==> config.mk <==
export PLATFORM = sky130hd
export DESIGN_NAME = ifetch_unit_flat
export DESIGN_NICKNAME = d
export VERILOG_FILES = /design/src/rtl/ifetch_unit_if.sv /design/src/rtl/ifetch_unit.sv /design/src/flat_wrapper.sv
export SDC_FILE = /design/constraint.sdc
export NUM_CORES = 1
export LEC_CHECK = 0
export ABC_AREA = 1
export CORE_MARGIN = 2
export CORE_UTILIZATION = 46
export DETAILED_ROUTE_END_ITERATION = 12
export PLACE_DENSITY = 0.87
export SETUP_SLACK_MARGIN = 0.4
export SLEW_MARGIN = 20
export SYNTH_ARGS = -nofsm -noshare
export SYNTH_HDL_FRONTEND = slang
export SYNTH_SLANG_ARGS = --single-unit
==> constraint.sdc <==
create_clock -name clk -period 3.8 [get_ports clk]
set_input_delay 0.57 -clock clk [delete_from_list [all_inputs] [get_ports clk]]
set_output_delay 0.57 -clock clk [all_outputs]
set_load 0.05 [all_outputs]
==> src/rtl/ifetch_unit_if.sv <==
// Instruction bus between fetch and memory: one read request,
// accepted by addr_ok, answered by data_ok with the word.
interface ifetch_unit_if #(
    parameter int AW = 64,
    parameter int IW = 32
);
    logic          ireq_valid;
    logic [AW-1:0] ireq_addr;
    logic          iresp_addr_ok;
    logic          iresp_data_ok;
    logic [IW-1:0] iresp_data;

    modport master (
        output ireq_valid, ireq_addr,
        input  iresp_addr_ok, iresp_data_ok, iresp_data
    );

    modport slave (
        input  ireq_valid, ireq_addr,
        output iresp_addr_ok, iresp_data_ok, iresp_data
    );
endinterface

==> src/rtl/ifetch_unit.sv <==
// Fetch stage: one outstanding ibus read per PC, buffers the word
// and presents {pc,instr} to decode; flushes drop in-flight data.
module ifetch_unit #(
    parameter int            AW       = 64,
    parameter int            IW       = 32,
    parameter logic [IW-1:0] NOP_INST = 32'h0000_0013
) (
    input  logic          clk,
    input  logic          reset,
    input  logic [AW-1:0] pc,
    input  logic          flush,
    input  logic          id_ready,
    ifetch_unit_if.master ibus,
    output logic          if_valid,
    output logic [AW-1:0] if_pc,
    output logic [IW-1:0] if_instr,
    output logic          if_misalign,
    output logic          pc_advance,
    output logic [31:0]   stall_cycles
);

    typedef enum logic [2:0] {
        IDLE, REQ, WAIT, HOLD, DROP
    } state_t;

    state_t        state, state_n;
    logic          drop, drop_n;
    logic [AW-1:0] req_addr;
    logic [IW-1:0] instr_q;
    logic          mis_q;
    logic          valid_q;
    logic [31:0]   stall_q;
    logic          latch, cap, nop, advance;

    wire addr_ok = ibus.iresp_addr_ok;
    wire data_ok = ibus.iresp_data_ok;

    always_comb begin
        state_n = state;
        drop_n  = drop;
        latch   = 1'b0;
        cap     = 1'b0;
        nop     = 1'b0;
        advance = 1'b0;
        unique case (state)
            IDLE: begin
                if (!flush) begin
                    latch = 1'b1;
                    if (pc[1:0] != 2'b00) begin
                        nop     = 1'b1;
                        state_n = HOLD;
                    end else begin
                        state_n = REQ;
                    end
                end
            end
            REQ: begin
                if (addr_ok) begin
                    if (data_ok) begin
                        if (drop || flush) begin
                            drop_n  = 1'b0;
                            state_n = IDLE;
                        end else begin
                            cap     = 1'b1;
                            state_n = HOLD;
                        end
                    end else if (drop || flush) begin
                        drop_n  = 1'b1;
                        state_n = DROP;
                    end else begin
                        state_n = WAIT;
                    end
                end else if (flush) begin
                    drop_n = 1'b1;
                end
            end
            WAIT: begin
                if (data_ok) begin
                    if (flush) begin
                        state_n = IDLE;
                    end else begin
                        cap     = 1'b1;
                        state_n = HOLD;
                    end
                end else if (flush) begin
                    drop_n  = 1'b1;
                    state_n = DROP;
                end
            end
            DROP: begin
                if (data_ok) begin
                    drop_n  = 1'b0;
                    state_n = IDLE;
                end
            end
            HOLD: begin
                // a redirect wins over a same-cycle decode accept
                if (flush) begin
                    state_n = IDLE;
                end else if (id_ready) begin
                    advance = 1'b1;
                    state_n = IDLE;
                end
            end
            default: begin
                state_n = IDLE;
                drop_n  = 1'b0;
            end
        endcase
    end

    always_ff @(posedge clk or negedge reset) begin
        if (!reset) begin
            state    <= IDLE;
            drop     <= 1'b0;
            req_addr <= '0;
            instr_q  <= '0;
            mis_q    <= 1'b0;
            valid_q  <= 1'b0;
            stall_q  <= '0;
        end else begin
            state   <= state_n;
            drop    <= drop_n;
            valid_q <= (state_n == HOLD);
            if (latch) req_addr <= pc;
            if (cap) begin
                instr_q <= ibus.iresp_data;
                mis_q   <= 1'b0;
            end else if (nop) begin
                instr_q <= NOP_INST;
                mis_q   <= 1'b1;
            end
            if ((state == REQ || state == WAIT || state == DROP)
                && stall_q != 32'hFFFF_FFFF)
                stall_q <= stall_q + 32'd1;
        end
    end

    assign ibus.ireq_valid = (state == REQ);
    assign ibus.ireq_addr  = {req_addr[AW-1:2], 2'b00};
    assign if_valid        = valid_q;
    assign if_pc           = req_addr;
    assign if_instr        = instr_q;
    assign if_misalign     = mis_q;
    assign pc_advance      = advance;
    assign stall_cycles    = stall_q;

    // a response is only legal while one is outstanding
    a_data_ok_legal: assert property (
        @(posedge clk) disable iff (!reset)
        data_ok |-> (state == WAIT || state == DROP
                     || (state == REQ && addr_ok))
    );

endmodule

==> src/flat_wrapper.sv <==
// flat-port wrapper written by rule: the top's interface ports become plain ports
module ifetch_unit_flat 
#(
    parameter int            AW       = 64,
    parameter int            IW       = 32,
    parameter logic [IW-1:0] NOP_INST = 32'h0000_0013
)
  (clk, reset, pc, flush, id_ready, if_valid, if_pc, if_instr, if_misalign, pc_advance, stall_cycles, ibus_ireq_valid, ibus_ireq_addr, ibus_iresp_addr_ok, ibus_iresp_data_ok, ibus_iresp_data);
  ifetch_unit_if #(.AW(AW), .IW(IW)) ibus_i ();
  input  logic clk;
  input  logic reset;
  input  logic [AW-1:0] pc;
  input  logic flush;
  input  logic id_ready;
  output logic if_valid;
  output logic [AW-1:0] if_pc;
  output logic [IW-1:0] if_instr;
  output logic if_misalign;
  output logic pc_advance;
  output logic [31:0] stall_cycles;
  output wire logic [$bits(ibus_i.ireq_valid)-1:0] ibus_ireq_valid;
  output wire logic [$bits(ibus_i.ireq_addr)-1:0] ibus_ireq_addr;
  input wire logic [$bits(ibus_i.iresp_addr_ok)-1:0] ibus_iresp_addr_ok;
  input wire logic [$bits(ibus_i.iresp_data_ok)-1:0] ibus_iresp_data_ok;
  input wire logic [$bits(ibus_i.iresp_data)-1:0] ibus_iresp_data;
  assign ibus_ireq_valid = ibus_i.ireq_valid;
  assign ibus_ireq_addr = ibus_i.ireq_addr;
  assign ibus_i.iresp_addr_ok = ibus_iresp_addr_ok;
  assign ibus_i.iresp_data_ok = ibus_iresp_data_ok;
  assign ibus_i.iresp_data = ibus_iresp_data;
  ifetch_unit #(.AW(AW), .IW(IW), .NOP_INST(NOP_INST)) u_core (.clk(clk), .reset(reset), .pc(pc), .flush(flush), .id_ready(id_ready), .ibus(ibus_i), .if_valid(if_valid), .if_pc(if_pc), .if_instr(if_instr), .if_misalign(if_misalign), .pc_advance(pc_advance), .stall_cycles(stall_cycles));
endmodule
* Word level (Yosys, flattened, before mapping)
Index checks and enable logic that the tools add are counted.
Word-level totals: flip-flop bits (word level) 134, input bits 102, output and inout bits 196, logic and storage cells 65
Operators by class: add/subtract/negate cells 1, equality and inequality tests 9, mux-type cells 38, bitwise operators 1, reduce and logical (&&, ||, !) cells 9
Operator list (number):
- 32-bit 2-to-1 mux | 2
- 32-bit by 1-bit adder with 32-bit output, second input constant | 1
- 32-bit != test, second input constant | 1
- 3-bit 2-to-1 mux | 9
- 1-bit 2-to-1 mux | 21
- 3-bit case mux with 5 select lines | 1
- 3-bit by 2-bit == test with 1-bit output, second input constant | 3
- 2-bit 2-to-1 mux | 3
- 2-bit != test, second input constant | 2
- 1-bit case mux with 4 select lines | 1
- 4-bit AND reduction | 1
- 2-bit nonzero test | 2
- 3-bit by 1-bit == test with 1-bit output, second input constant | 1
- 3-bit == test, second input constant | 1
- 3-bit logical NOT | 1
- 1-bit logical OR | 3
- 3-bit by 2-bit != test with 1-bit output, second input constant | 1
- 1-bit case mux with 2 select lines | 1
- 2-bit OR reduction | 1
- 1-bit logical AND | 1
- 1-bit NOT | 1

* Depth between registers and ports, before layout
Gate-level depths: netlist of the first run.
depth in word-level cells 6, gate-level depth with buffers 11, depth with buffers taken out 10

* Least setup slack after synthesis of the first run
OpenSTA, ideal clock, no wires.
path type reg-to-reg, start register u_core.stall_q[0] (netlist: u_core.stall_cycles[0]), end register u_core.stall_q[0] (netlist: u_core.stall_cycles[0]), arrival 1.910 ns, required time 3.682 ns, path slack 1.771 ns, stages on the path, launching flop included 12, path through dfrtp_1 ha_1 nand3_2 inv_2 nand2_4 nor2_8 nand2_4 nand2_8 inv_6 buf_6 nand2_1 nand2_1
Between the ends: cells in the longest elaborated chain, start to end 2, elaborated cells on any way between the ends 3, those cells by class add/sub (1); eq/ne (1); reduce/logical (1)
RTL lines:
- start: declaration | line ifetch_unit.sv:32 | logic [31:0] stall_q;
- start signal: assignment | line ifetch_unit.sv:135 | stall_q <= stall_q + 32'd1;
- branches (longest 2 deep; another with 32-bit by 1-bit adder with 32-bit output)
Parallel ways; which one is timed is not known. A chain may end at the register's enable or synchronous reset.

* Worst setup path after layout of the first run
start register u_core.state[0], end output ibus_ireq_valid
Between the ends: cells in the longest elaborated chain, start to end 1
RTL lines:
- start: declaration | line ifetch_unit.sv:26 | state_t state, state_n;
- start signal: assignment | line ifetch_unit.sv:122 | state <= state_n;
- 3-bit by 1-bit == test with 1-bit output | line ifetch_unit.sv:139 | assign ibus.ireq_valid = (state == REQ);
- end: declaration | line flat_wrapper.sv:21 | output wire logic [$bits(ibus_i.ireq_valid)-1:0] ibus_ireq_valid;
Every way passes these cells.

==> results of run 1 <==
## cell usage in the layout, fill, tap and decap left out, types with 2 or more instances in the layout
cell type	synthesis	layout
clkbuf_16	0	17
clkinvlp_4	0	2
inv_1	63	63
o21ai_0	28	28
bufinv_16	0	3
diode_2	0	3
nand2_4	2	2
nand3_1	24	24
dfrtp_1	134	134
nand4_1	6	6
clkinv_2	0	4
clkdlybuf4s50_1	0	294
o21ai_1	7	7
nand3_2	5	5
xor2_1	5	5
nor2_2	5	5
nand2_1	225	224
conb_1	1	2
nor2_1	60	60
inv_2	4	4
clkbuf_8	0	3
nand2_2	2	3
xnor2_1	7	7
a21oi_1	5	5
clkinv_4	0	2
buf_4	73	2
mux2_2	64	64
inv_6	1	2
## cell families after synthesis
family,after synthesis,synth area share (%)
simple gates,332,20.7
buf+inv,150,13.3
flops,134,50.1
mux,64,10.8
compound gates,43,3.36
xor+xnor,12,1.57
fa+ha+maj,1,0.187
other cells,1,0.0560
## how the worst max path moves through the flow
stage	from	depth (start not counted)	slack, ps	endpoint
after floorplan	u_core.stall_cycles[0]	11	1770	u_core.stall_cycles[0]
after global placement	flush	8	1180	u_core.if_instr[28]
after detailed placement	flush	8	1080	u_core.if_instr[18]
after CTS	u_core.state[0]	5	1100	ibus_ireq_valid
after global routing	u_core.state[0]	5	990	ibus_ireq_valid
final	u_core.state[0]	5	1090	ibus_ireq_valid
## critical path: cells and delay by family, from the launching register on
| kind | cells | cell delay [ps] |
|---|---|---|
| buffers and inverters | 3 | 1020 |
| DFF | 1 | 440 |
| and+or+nand+nor | 2 | 260 |
## layout make-up
cell class,count,area share [%]
clock buffer,20,4.62
multi-input combinational,454,24.9
antenna,3,0.0759
inverter,68,2.63
sequential,134,33.9
timing repair buffer,297,30.0
tap,184,2.33
clock inverter,12,1.53
## registers in the layout (all words and copies together), names as in the netlist
register             cells
u_core.drop              1
u_core.if_valid          1
u_core.if_instr         32
u_core.if_pc            64
u_core.stall_cycles     32
u_core.state             3
u_core.if_misalign       1
## routing by layer
metal,vias to the layer above,GRT usage (%),wire length (um)
li1,2741,-,-
met1,2655,27.2,6980
met2,257,39.5,9170
met3,36,5.50,1270
met4,0,10.6,510
met5,-,0,0
## cell usage after synthesis, types with 2 or more instances
cell	instances	area [um^2]
nor2_2	5	31.3
xnor2_1	7	61.3
nand2_4	2	22.5
buf_2	4	20.0
buf_6	4	45.0
buf_4	73	548
nand2_1	225	845
o21ai_0	28	140
nand3_2	5	50.1
xor2_1	5	43.8
dfrtp_1	134	3350
nand3_1	24	120
a21oi_1	5	25.0
o21ai_1	7	35.0
nor2_1	60	225
mux2_2	64	721
inv_2	4	15.0
nand4_1	6	37.5
nand2_2	2	12.5
inv_1	63	236
## power by group
group | total (mW) | internal, mW | switching [mW]
combinational | 6.36 | 2.07 | 4.29
clock | 1.67 | 1.07 | 0.607
sequential | 2.46 | 2.00 | 0.458
total | 10.5 | 5.14 | 5.35
## stage by stage
stage	std cells	util (%)	cell area, um^2	setup WS [ps]
2_1_floorplan	738	-	6700	1770
3_3_place_gp	1137	64.6	9280	1180
3_5_place_dp	1137	64.6	9280	1080
4_1_cts	1169	68.8	9880	1100
5_1_grt	1172	68.9	9890	993
6_report	1172	68.9	9890	1090
==> reports/qor.yml, run 1 <==
floorplanning:
  io-pin-count: 298
  dieArea_mm2: 0.0155
  fp.dieH_um: 125
  die_x_um: 125
  initial_core_util_pct: 46.6
  coreArea_mm2: 0.0144
  rows: 44
yosys:
  synth_seq_cells: 134
  synth-edff-count: 0
  yosysWarningCount: 0
  syn_avg_cell_area_um2: 9.09
  postSynthCellCount: 737
  ys_types: 30
  syn_area_mm2: 0.00670
  async_flop_share_pct: 100
  ys_seq_area_share_pct: 50.1
  synthFlopType: "dfrtp_1"
clock_network:
  htreeDepth: 4
  root_buffer: "clkbuf_16"
  clk_latency_ps: 410
  cts_resized: 0
  post_cts_buffers: 0
  cts_made_buffers: 17
  clockBufferDepth: 2
  ctsHoldBuffers: 0
  cts_tree: "built"
  clock_sinks: 134
  clk_pin_slew_worst_paths_ps: 60
global_routing:
  grt_max_degree: 117
  grt_pass1_vias: 5380
  grt-ovfl-total: 0
  grt_pass1_wl_um: 28200
  grt_usage_pct: 23.0
  grt_antenna_before_repair: 3
job:
  cap_violations: 0
timing:
  drv_slew: 0
  setup_violations: 0
  setup_tns_ps: 0
  relSlewSlack_pct: 37.0
  fin_crit_ps: 2710
  skew_ps: 7.55
  min_period_over_period_pct: 71.2
  hold_violations: 0
  worstMarginPinSlew_ps: 943
  hold_ws_ps: 285
  max_freq_ghz: 0.370
  rsz0062_at_grt: "false"
setup_path:
  crit_chain: "inv_2 > nor2_2 > nand2_1 > inv_2 > clkdlybuf4s50_1"
  cp_slowest_cell: "clkdlybuf4s50_1"
  reg2reg_to: "u_core.if_instr[18]"
  path_class: "flop to output pin"
  crit_path_max_incr_delay_ps: 840
  worstPathMaxFanout: 5
  worstRegToRegCells: 8
  regToRegSetupSlack_ps: 1700
  crit_required_ps: 3230
  worstSetupEndpointType: "output pin"
  cp-start-kind: "flop"
  cp.arrival_ps: 2140
  r2r_start: "u_core.state[1]"
  cp_common_cell: "inv_2"
detailed_routing:
  ant_nets: 0
  wirelength_um: 17900
  vias: 5689
  dr.pass1.iters: 4
  drt_first_iter_violations: 382
  avgViaCountPerCell: 4.85
  route.detailed.drc: 0
  wl_per_cell_um: 15.3
power:
  peakVddDrop_v: 0.000521
  report.power.total_mw: 10.5
  p_leak_nw: 4.30
  p_per_area_mw_per_mm2: 1060
cells_and_area:
  final_layout_size_suffix_gt1_share_pct: 12.2
  fill_cells: 1103
  nets: 1075
  seq_area_mm2: 0.00335
  area_growth_syn_to_layout_pct: 47.7
  multi_input_area_mm2: 0.00246
status:
  status: "completed"
placed_design:
  gp_congestion: 0.876
  hpwl_um: 13200
  portBuffers: 295
min_path:
  holdCritPathClass: "primary input to async pin"
Note: power is estimated with default switching activity, not from simulation.
==> inputs of run 2 (changes only) <==
--- a/config.mk
+++ b/config.mk
@@ -7,9 +7,9 @@
 export LEC_CHECK = 0
 export ABC_AREA = 1
 export CORE_MARGIN = 2
-export CORE_UTILIZATION = 46
+export CORE_UTILIZATION = 38
 export DETAILED_ROUTE_END_ITERATION = 12
-export PLACE_DENSITY = 0.87
+export PLACE_DENSITY = 0.77
 export SETUP_SLACK_MARGIN = 0.4
 export SLEW_MARGIN = 20
 export SYNTH_ARGS = -nofsm -noshare
==> constraint.sdc (replaced) <==
create_clock -name clk -period 2.2 [get_ports clk]
set_input_delay 0.33 -clock clk [delete_from_list [all_inputs] [get_ports clk]]
set_output_delay 0.33 -clock clk [all_outputs]
set_load 0.05 [all_outputs]
==> reports/qor.yml, run 2 (synthesis gave the netlist of run 1 again) <==
status:
  status: "completed"
job:
  cap_violations: 0
detailed_routing:
  wirelength_um: 18100
  wl_per_cell_um: 14.8
  drt_first_iter_violations: 261
  dr.pass1.iters: 7
  route.detailed.drc: 0
  ant_nets: 0
  vias: 5691
  avgViaCountPerCell: 4.65
timing:
  worstMarginPinSlew_ps: 545
  fin_crit_ps: 1770
  max_freq_ghz: 0.563
  rsz0062_at_grt: "true"
  drv_slew: 0
  skew_ps: 19.2
  min_period_over_period_pct: 80.7
  hold_violations: 0
  setup_violations: 0
  setup_tns_ps: 0
  relSlewSlack_pct: 63.7
min_path:
  holdCritPathClass: "primary input to async pin"
placed_design:
  hpwl_um: 13700
  gp_congestion: 0.860
  place_inst: 1185
  portBuffers: 295
clock_network:
  cts_made_buffers: 17
  clockBufferDepth: 2
  htreeDepth: 4
  root_buffer: "clkbuf_16"
  cts_tree: "built"
  clk_pin_slew_worst_paths_ps: 60
  clk_latency_ps: 430
  clock_sinks: 134
global_routing:
  grt_pass1_vias: 5341
  grt_usage_pct: 19.1
  grt_pass1_wl_um: 27500
  grt_antenna_before_repair: 0
  grt-ovfl-total: 0
  grt_max_degree: 56
floorplanning:
  die_x_um: 137
  rows: 48
  dieArea_mm2: 0.0187
  fp.dieH_um: 137
  io-pin-count: 298
  coreArea_mm2: 0.0172
  initial_core_util_pct: 38.9
setup_path:
  worstPathMaxFanout: 6
  crit_buf_inv: 1
  crit_chain: "clkdlybuf4s15_1"
  path_class: "flop to output pin"
  critPathLaunch: "u_core.stall_cycles[15]"
  cp-start-kind: "flop"
  cp_top_family: "buffers and inverters"
  r2r_start: "u_core.stall_cycles[0]"
  cp_slowest_cell: "clkdlybuf4s15_1"
  crit_path_max_incr_delay_ps: 550
  crit_required_ps: 1870
  cp.arrival_ps: 1440
  worstSetupEndpointType: "output pin"
cells_and_area:
  final_layout_size_suffix_gt1_share_pct: 15.5
  multi_input_area_mm2: 0.00251
  final_cells: 1225
  fill_cells: 1544
  largest_reg_flops: 64
  post-route-util_pct: 57.2
  antennaDiodeCount: 0
  seq_area_mm2: 0.00336
  final_cell_mix: "nand2_1 (223), dlygate4sd2_1 (174), dfrtp_1 (130)"
  layout_commonest_cell: "nand2_1"
  nets: 1090
  area_growth_syn_to_layout_pct: 47.2
power:
  p_leak_nw: 4.76
  peakVddDrop_v: 0.00125
  report.power.total_mw: 17.0
  p_per_area_mw_per_mm2: 1730
==> run 2: changes by cell type in the layout (fill, tap and decap cells not counted), moves of 4 or more <==
cell,previous run,this run
clkbuf_2,0,10
dfrtp_1,134,130
dfrtp_2,0,4
buf_4,2,8
clkdlybuf4s50_1,294,100
buf_12,0,7
dlygate4sd2_1,0,174
clkdlybuf4s15_1,0,8
inv_6,2,6
==> run 2: metrics by stage <==
stage,worst slack (ps),hold WS [ps],cell area (um^2)
3_5_place_dp,104,341,9460
2_1_floorplan,403,34.4,6720
5_1_grt,335,458,9860
4_1_cts,380,442,9810
6_report,425,432,9860
3_3_place_gp,191,342,9460
==> run 2: timing repair <==
item,in CTS,in global routing
hold buffers,1,0
buffers inserted,1,5
cloned,0,1
setup endpoints to repair,196,47
pin swaps,0,2
hold endpoints to repair,52,0
gates resized for setup,203,26
==> run 2: power breakdown <==
group          switching [mW]  internal, mW  total, mW
combinational            7.47          2.74       10.2
sequential              0.723          3.46       4.18
clock                    1.15          1.49       2.64
total                    9.34          7.69       17.0
==> run 2: cell type report <==
class | count | share of cell area (%)
sequential | 134 | 34.1
clock inverter | 14 | 1.17
clock buffer | 18 | 4.45
multi-input combinational | 455 | 25.4
timing repair buffer | 311 | 29.4
tap | 225 | 2.85
inverter | 68 | 2.64
==> run 2: path summary, 6_finish.rpt <==
check | to | slack (ps) | cells past startpoint
setup / recovery | stall_cycles[15] | 430 | 1
max in group asynchronous | u_core.if_pc[60] | 1140 | 3
hold reg to reg | u_core.if_instr[0] | 500 | 2
setup reg to reg | u_core.stall_cycles[20] | 490 | 10
min in group clk | u_core.if_instr[20] | 450 | 3
hold / removal | u_core.stall_cycles[1] | 430 | 2
==> run 2: per-layer routing <==
metal | share of wire, % | up-vias | GRT usage, %
li1 | - | 2766 | -
met1 | 40 | 2671 | 23.4
met2 | 51 | 231 | 33.3
met3 | 7.3 | 23 | 4.22
met4 | 1.8 | 0 | 6.54
met5 | 0 | - | 0
==> inputs of run 3 (changes only) <==
--- a/config.mk
+++ b/config.mk
@@ -7,9 +7,9 @@
 export LEC_CHECK = 0
 export ABC_AREA = 1
 export CORE_MARGIN = 2
-export CORE_UTILIZATION = 38
+export CORE_UTILIZATION = 42
 export DETAILED_ROUTE_END_ITERATION = 12
-export PLACE_DENSITY = 0.77
+export PLACE_DENSITY = 0.8
 export SETUP_SLACK_MARGIN = 0.4
 export SLEW_MARGIN = 20
 export SYNTH_ARGS = -nofsm -noshare
==> constraint.sdc (replaced) <==
create_clock -name clk -period 1.67 [get_ports clk]
set_input_delay 0.2505 -clock clk [delete_from_list [all_inputs] [get_ports clk]]
set_output_delay 0.2505 -clock clk [all_outputs]
set_load 0.05 [all_outputs]
==> reports/qor.yml, run 3 (synthesis gave the netlist of run 1 again) <==
status:
  status: "completed"
cells_and_area:
  final_layout_size_suffix_gt1_share_pct: 48.4
  fill_cells: 1083
  post-route-util_pct: 71.7
  area_growth_syn_to_layout_pct: 68.1
  layout_commonest_cell: "nand2_1"
  nets: 1179
  final_cell_mix: "nand2_1 (204), buf_4 (201), clkdlybuf4s50_1 (100)"
  largest_reg_flops: 64
detailed_routing:
  vias: 6375
  wl_per_cell_um: 17.5
  ant_nets: 0
  wirelength_um: 22900
  dr.pass1.iters: 8
  route.detailed.drc: 0
  drt_first_iter_violations: 362
  avgViaCountPerCell: 4.88
job:
  cap_violations: 0
timing:
  fin_crit_ps: 1630
  skew_ps: 7.24
  rsz0062_at_grt: "true"
  drv_slew: 0
  setup_violations: 0
  min_period_over_period_pct: 97.5
  setup_tns_ps: 0
  hold_violations: 0
  max_freq_ghz: 0.614
global_routing:
  grt_pass1_wl_um: 29600
  grt_antenna_before_repair: 2
  use_met3_pct: 4.43
  grt_pass1_vias: 5565
  grt_usage_pct: 23.1
  grt-ovfl-total: 0
  gr-usage-met2_pct: 39.1
  top_usage_layer: "met2"
  use_met1_pct: 29.6
  grt_max_degree: 47
floorplanning:
  fp.dieH_um: 130
  io-pin-count: 298
  die_x_um: 130
  initial_core_util_pct: 42.6
  rows: 46
  dieArea_mm2: 0.0170
  coreArea_mm2: 0.0157
placed_design:
  hpwl_um: 15300
  portBuffers: 295
  gp_congestion: 0.880
setup_path:
  path_class: "flop to flop"
  cp-start-kind: "flop"
  worstPathMaxFanout: 6
  crit_required_ps: 1980
  cp.arrival_ps: 1930
  regToRegSetupSlack_ps: 40
  worstSetupEndpointType: "flop"
clock_network:
  clk_latency_ps: 420
  clock_sinks: 134
  clockBufferDepth: 2
  clk_pin_slew_worst_paths_ps: 60
  htreeDepth: 4
  cts_made_buffers: 17
  cts_tree: "built"
  root_buffer: "clkbuf_16"
min_path:
  holdCritPathClass: "primary input to async pin"
power:
  p_seq_share_pct: 22.3
  p_per_area_mw_per_mm2: 2310
  switching_share_pct: 51.6
  switchingPower_mw: 13.4
  power.internal_mw: 12.6
  clkPwrFrac_pct: 14.2
  combinationalPowerShare_pct: 63.4
  p_leak_nw: 5.25
  peakVddDrop_v: 0.00225
-- run 3: worst paths after layout --
kind                                      endpoint  cells after the start               start
max in group asynchronous      u_core.if_instr[26]                      3               reset
min                        u_core.stall_cycles[21]                      2               reset
min in group clk                u_core.if_instr[3]                      3  ibus_iresp_data[3]
min reg2reg                        u_core.if_pc[1]                      1     u_core.if_pc[1]
max reg2reg                    u_core.if_instr[22]                      7     u_core.state[2]
max                            u_core.if_instr[22]                      7     u_core.state[2]
-- run 3: area by class of cell --
| cell class | instances | area (um^2) | area share, % |
|---|---|---|---|
| Sequential cell | 134 | 3400 | 30.2 |
| Timing Repair Buffer | 399 | 3880 | 34.4 |
| Clock inverter | 12 | 126 | 1.12 |
| Multi-Input combinational cell | 456 | 2840 | 25.2 |
| Inverter | 68 | 284 | 2.52 |
| Clock buffer | 19 | 453 | 4.02 |
| Tap cell | 216 | 270 | 2.40 |
| Antenna cell | 2 | 5.00 | 0.0444 |
-- run 3: per-stage QoR --
step | power, mW | hold slack (ps) | instances | worst slack, ps | area (um^2)
5_1_grt | 26.9 | 376 | 1306 | -29.8 | 11300
4_1_cts | 24.3 | 350 | 1247 | 33.4 | 10100
3_3_place_gp | 20.2 | 230 | 1207 | -37.4 | 9370
3_5_place_dp | 20.4 | 233 | 1207 | -90.4 | 9370
6_report | 26.0 | 333 | 1306 | 42.4 | 11300
2_1_floorplan | 16.7 | -45.1 | 738 | -23.9 | 6870
-- run 3: power by group through the flow --
stage / logic, mW / registers, mW / clock network [mW]
after floorplan: 6.87 / 9.83 / 0
after global placement: 14.4 / 5.72 / 0
after detailed placement: 14.6 / 5.75 / 0
after CTS: 14.9 / 5.69 / 3.73
after global routing: 17.0 / 5.96 / 3.90
final: 16.5 / 5.80 / 3.70
-- run 3: routing by layer --
metal / vias to the layer above / share of wire, % / wire [um]
met1: 3108 / 39 / 9020
met5: - / 0 / 0
met3: 44 / 6.6 / 1510
li1: 2956 / - / -
met2: 267 / 51 / 11800
met4: 0 / 2.5 / 574
-- run 3: worst max-delay path: stages, from the launching register on --
cell and delay, ps:
dfrtp_1 430, nor2_4 150, nand2_1 130, inv_1 160, nand3_4 170, nand3_4 230, clkbuf_16 190, o21ai_2 60
-- run 3: what timing repair did --
item                                    4_1_cts  5_1_grt
endpoints found under the setup margin      272      305
hold buffers                                  1        0
endpoints found under the hold margin        40        0
gates cloned                                  0        8
buffers inserted                              8       49
resized for setup                             8      182
pin swaps                                     3       24
